`config.mk`:
```
export PLATFORM = sky130hd
export DESIGN_NAME = portal_request_demux
export DESIGN_NICKNAME = d
export VERILOG_FILES = /design/src/rtl/portal_request_demux.sv
export SDC_FILE = /design/constraint.sdc
export NUM_CORES = 1
export LEC_CHECK = 0
export ABC_CLOCK_PERIOD_IN_PS = 2200
export CAP_MARGIN = 20
export CORE_MARGIN = 4
export CORE_UTILIZATION = 40
export CTS_CLUSTER_DIAMETER = 60
export CTS_CLUSTER_SIZE = 24
export DETAILED_ROUTE_END_ITERATION = 6
export PLACE_DENSITY = 0.79
export SLEW_MARGIN = 20
export SYNTH_ARGS = -nofsm -noshare
export SYNTH_HDL_FRONTEND = slang
export SYNTH_SLANG_ARGS = --single-unit
export TNS_END_PERCENT = 1
```
`constraint.sdc`:
```
create_clock -name CLK -period 2.2 [get_ports CLK]
set_clock_uncertainty 0.2 [all_clocks]
set_input_delay 0.22 -clock CLK [delete_from_list [all_inputs] [get_ports CLK]]
set_output_delay 0.22 -clock CLK [all_outputs]
set_load 0.05 [all_outputs]
```
`src/rtl/portal_request_demux.sv`:
```
// Portal request demultiplexer: splits a header+payload word stream into per-method enq strobes.
// Optional error counter enabled by defining PORTAL_DEMUX_ERRCNT_EN; otherwise err_count is tied to 0.
module portal_request_demux #(
    parameter int NUM_METHODS = 3
) (
    input  logic                   CLK,
    input  logic                   RST,
    input  logic [31:0]            s_data,
    input  logic                   s_valid,
    output logic                   s_ready,
    output logic [15:0]            size_method,
    input  logic [15:0]            size_bits,
    output logic [31:0]            req_data,
    output logic [NUM_METHODS-1:0] req_en,
    input  logic [NUM_METHODS-1:0] req_notfull,
    output logic                   err_pulse,
    output logic [15:0]            err_count,
    output logic [1:0]             o_dbg_state
);

    // Handshake: a word moves when s_valid & s_ready are both high at a CLK edge.
    // s_ready depends only on state, the registered method and req_notfull, never on s_valid.
    typedef enum logic [1:0] {
        ST_HDR  = 2'd0,
        ST_PAY  = 2'd1,
        ST_DROP = 2'd2
    } state_t;

    localparam logic [16:0] LP_NUM_METHODS = 17'(NUM_METHODS);

    state_t                   r_state;
    logic [15:0]              r_method;
    logic [15:0]              r_remaining;
    logic                     r_err_pulse;

    logic [15:0]              w_hdr_method;
    logic [15:0]              w_hdr_len;
    logic [16:0]              w_size_sum;
    logic [16:0]              w_words;
    logic                     w_method_ok;
    logic                     w_len_ok;
    logic [NUM_METHODS-1:0]   w_sel;
    logic                     w_sel_notfull;
    logic                     w_xfer;

    assign w_hdr_method = s_data[31:16];
    assign w_hdr_len    = s_data[15:0];

    // Word count is ceil(size_bits/32), with an empty message still occupying one word.
    assign w_size_sum   = {1'b0, size_bits} + 17'd31;
    assign w_words      = (size_bits == 16'd0) ? 17'd1 : (w_size_sum >> 5);
    assign w_method_ok  = ({1'b0, w_hdr_method} < LP_NUM_METHODS);
    assign w_len_ok     = ({1'b0, w_hdr_len} == w_words);

    always_comb begin
        w_sel = '0;
        for (int i = 0; i < NUM_METHODS; i++) begin
            w_sel[i] = (r_method == 16'(i));
        end
    end

    assign w_sel_notfull = |(w_sel & req_notfull);
    assign s_ready       = (r_state == ST_PAY) ? w_sel_notfull : 1'b1;
    assign w_xfer        = s_valid & s_ready;

    assign size_method   = (r_state == ST_HDR) ? w_hdr_method : r_method;
    assign req_data      = s_data;
    assign req_en        = (r_state == ST_PAY && w_xfer && !RST) ? w_sel : '0;
    assign err_pulse     = r_err_pulse;
    assign o_dbg_state   = r_state;

    always_ff @(posedge CLK) begin
        if (RST) begin
            r_state     <= ST_HDR;
            r_method    <= 16'd0;
            r_remaining <= 16'd0;
            r_err_pulse <= 1'b0;
        end else begin
            r_err_pulse <= 1'b0;
            case (r_state)
                ST_HDR: begin
                    if (w_xfer) begin
                        if (w_method_ok && w_len_ok) begin
                            r_method    <= w_hdr_method;
                            r_remaining <= w_words[15:0];
                            r_state     <= ST_PAY;
                        end else begin
                            r_err_pulse <= 1'b1;
                            // A bad header with a nonzero length still owns the following words.
                            if (w_hdr_len != 16'd0) begin
                                r_remaining <= w_hdr_len;
                                r_state     <= ST_DROP;
                            end
                        end
                    end
                end
                ST_PAY, ST_DROP: begin
                    if (w_xfer) begin
                        r_remaining <= r_remaining - 16'd1;
                        if (r_remaining == 16'd1) begin
                            r_state <= ST_HDR;
                        end
                    end
                end
                default: r_state <= ST_HDR;
            endcase
        end
    end

`ifdef PORTAL_DEMUX_ERRCNT_EN
    logic [15:0] r_err_count;

    always_ff @(posedge CLK) begin
        if (RST) begin
            r_err_count <= 16'd0;
        end else if (r_err_pulse && r_err_count != 16'hFFFF) begin
            r_err_count <= r_err_count + 16'd1;
        end
    end

    assign err_count = r_err_count;
`else
    assign err_count = 16'd0;
`endif

endmodule

```
==> summary.md <==
| Metric | Value |
|---|---|
| Area contributors post-synth | dfxtp_1, buf_4, mux2_2 |
| Dpl ws | -0.740 ns |
| Row Count | 31 |
| H-tree Lvls | 2 |
| First-pass GRT wire length | 15,400 um |
| Worst r2r src | r_method[2] |
| Fin crit period | 2.53 ns |
| Die W | around 95 um |
| WL per Instance | roughly 15 um |
| Final core occ | roughly two thirds |
| Port bufs | 108 |
| Largest net degree at the start of global routing | 36 |
| Initial DRC count | between 150 and 200 |
| Simple-gate share of the synthesized area | approximately 30% |
| I/O pins | approximately 130 |
| Ys flop type | dfxtp_1 |
| Fraction of synthesized area in multiplexers | approximately 9.1% |
| Synth top cells by count | buf_4, dfxtp_1, a21oi_1 |
| RSZ-0062 raised after global routing | true |
| Post-synthesis adder-cell area fraction | 2.08% |
| Compound-Gate Fraction of Synth Area | ~17% |
| Achievable Freq | 395 MHz |
| Via density | approximately 5.3 |
| Crit path to | req_en[0] |
| Max clock buf depth | 2 |
| Synth area leader | dfxtp_1 |
| Max-slew headroom | 65.5% |
| Reg-to-reg endpoint | o_dbg_state[0] |
| WP depth | 7 |
| CP max FO | 3 |
| Syn Inst Count | between 300 and 400 |
| Multi-input gate area | around 2000 um2 |
| Register area | approximately 710 um2 |
| N_diodes | 0 |
| Design Area, Final | 4740 um2 |
| R2r setup slk | -0.19 ns |
| Sequential-to-total area share from yosys stat | 23.3% |
| GRT Total Usage | about a fifth |
| Clock sink total | 35 |
| Hold crit path type | reg2reg |
| Postcts setup bufs | 0 |
| Critical path class | reg2out |
| Slowest-stage cell, CP | dfxtp_1 |
| CP delay by family, top | simple AND/OR/NAND/NOR gates |
| Startpoint Class | flip-flop |
| Max Cap Viol | 0 |
| Leakage Power | 2.00 nW |
| WL final | approximately 9600 um |
| Post-synth ARST share | 0% |
| Initial core utilization | about two fifths |
| Slowest stage delay, CP | roughly 0.32 ns |
| Failing checks | negative setup slack |
| Total CTS buffers | 5 |
| Final nets | 599 |
| Clock transition at path regs | ~0.070 ns |
| Final cell count without fillers | 640 |
| Fin. Hold Viols | 0 |
| Post-synthesis cell type count | 59 |
| Max Slew Vio Count | 0 |
| Final Worst Setup Slack | -0.334 ns |
| Status | finished with violations |
| Seq cells post-synth | 35 |
| Synth top area share | between 20% and 30% |
| Layout cells sized above 1 | between 30% and 40% |
| Initial DRT Pass Iterations | 5 |
| CP cell instances | nor4_2, nand4_1, o21ai_4, nand2_2, nor4b_4, nor3b_4, buf_12 |
| Synthesized cell area | 3010 um2 |
| Worst VDD drop | ~240 uV |
| Post-DP Area | approximately 4600 um2 |
| Final setup vio count | 37 |
| Filler Cell Count | around 600 |
| Total number of vias | 3,369 |
| Final worst path period share | 115% |
| CTS tree | done |
| Count leader, synth | buf_4 |
| CTS root buf | clkbuf_8 |
| Syn Area/Cell | between 7 and 8 um2 |
| Die Span Y | roughly 95 um |
| DRC Markers | 0 |
| Crit path required time | roughly 1.8 ns |
| Gpl congestion | approximately 0.9 |
| Syn-to-layout area delta | 57.9% |
| Antenna-violating nets left | 0 |
| XOR/XNOR share of the synthesized area | around 1.7% |
| Post-CTS Hold Fix Bufs | 0 |
| Critical Path Sink Type | primary output |
| Worst Path Buf+Inv | 1 |
| Vias in the first global route | around 3,300 |
| Post-DP HPWL | ~7700 um |
| Initial antenna violation count | 0 |
| Critical Path AT | roughly 2.1 ns |
| Gr ovfl total | 0 |
| Clk_lat worst skew | ~0.29 ns |
| Syn. warnings | 0 |
| R2R cell count | 10 |
| Largest family of logic cells by synthesized area | simple AND/OR/NAND/NOR gates |
| EDFF count, synth | 0 |
| Slew @ Worst Pin | roughly 0.52 ns |
| Critical Path Start | r_method[2] |
| Cell count after placement | 632 |
| Pwr Total | between 2 and 2.5 mW |
| Die area | around 9000 um2 |
| PwrDens | between 400 and 500 nW/um2 |
| Core Box Area | 7290 um2 |
-- final cells by class --
type                    instances  share of cell area (%)
clock buffers                   6                    1.53
flip-flops and latches         35                    14.9
inverters                      13                    1.03
repair buffers                198                    37.5
multi-input cells             287                    42.2
well taps                      99                    2.61
clock inverters                 2                   0.264
-- kinds of logic (layout without fill, tap and decap cells) --
logic type / Yosys count / count (layout)
xor gates and xnor gates: 6 / 6
and+or+nand+nor: 152 / 152
DFF: 35 / 35
muxes: 25 / 25
other: 1 / 16
buffers and inverters: 82 / 219
adders and majority gates: 5 / 5
AOI/OAI and AO/OA: 83 / 83
-- stage by stage --
step	hold slack (ns)	TNS [ns]
2_1_floorplan	0.172	-4.95
3_3_place_gp	0.272	-16.08
3_5_place_dp	0.281	-19.19
4_1_cts	0.290	-5.05
5_1_grt	0.315	-10.42
6_report	0.294	-5.01
-- per-layer routing --
| layer | vias to the layer above | global-route usage (%) | share of wire, % |
|---|---|---|---|
| met5 | - | 0 | 0 |
| met4 | 0 | 3.97 | 0.66 |
| met3 | 9 | 4.86 | 8.6 |
| met2 | 128 | 38.4 | 49 |
| met1 | 1577 | 24.8 | 41 |
| li1 | 1655 | - | - |
-- how the worst min path moves through the flow --
stage	from	endpoint	slack (ns)	cells past startpoint
2_1_floorplan	s_data[16]	r_method[0]	0.17	2
3_3_place_gp	r_remaining[12]	r_remaining[12]	0.27	2
3_5_place_dp	r_remaining[1]	r_remaining[1]	0.28	2
4_1_cts	r_remaining[1]	r_remaining[1]	0.29	2
5_1_grt	r_remaining[6]	r_remaining[6]	0.32	2
6_report	r_remaining[3]	r_remaining[3]	0.29	2
-- registers in the layout, summed over array words and instances (netlist names) --
| register | count |
|---|---|
| r_method | 16 |
| r_remaining | 16 |
| o_dbg_state | 2 |
| err_pulse | 1 |
-- worst min-delay path, stage by stage, from the launching register on --
cell,delay [ns]
dfxtp_1,0.32
o21ai_0,0.07
a21oi_1,0.06
-- report_power, final --
group,leakage (nW),internal (mW),switching (mW)
Clock,0.0412,0.221,0.235
Combinational,1.67,0.457,0.707
Sequential,0.288,0.675,0.0412
Total,2.00,1.35,0.983
-- cell usage in the layout, fill, tap and decap left out, drive strengths merged, types with 5 or more instances in the layout --
| cell | synthesis | layout |
|---|---|---|
| nand2 | 26 | 26 |
| mux2 | 19 | 19 |
| nand3 | 16 | 16 |
| dfxtp | 35 | 35 |
| nor3b | 16 | 16 |
| nor3 | 14 | 14 |
| mux2i | 6 | 6 |
| o21ai | 21 | 21 |
| clkbuf | 16 | 6 |
| nor4 | 21 | 21 |
| inv | 13 | 13 |
| nand2b | 6 | 6 |
| ha | 5 | 5 |
| dlygate4sd2 | 0 | 11 |
| nor2b | 5 | 5 |
| clkdlybuf4s50 | 0 | 45 |
| conb | 1 | 16 |
| a21oi | 33 | 33 |
| buf | 53 | 142 |
| nor2 | 24 | 24 |
-- repair_timing --
| action | CTS | global route |
|---|---|---|
| setup endpoints to repair | 38 | 54 |
| pin swaps | 6 | 5 |
| endpoints found under the hold margin | 0 | 0 |
| resized for setup | 27 | 9 |
Power figures use the tool's default switching activity.
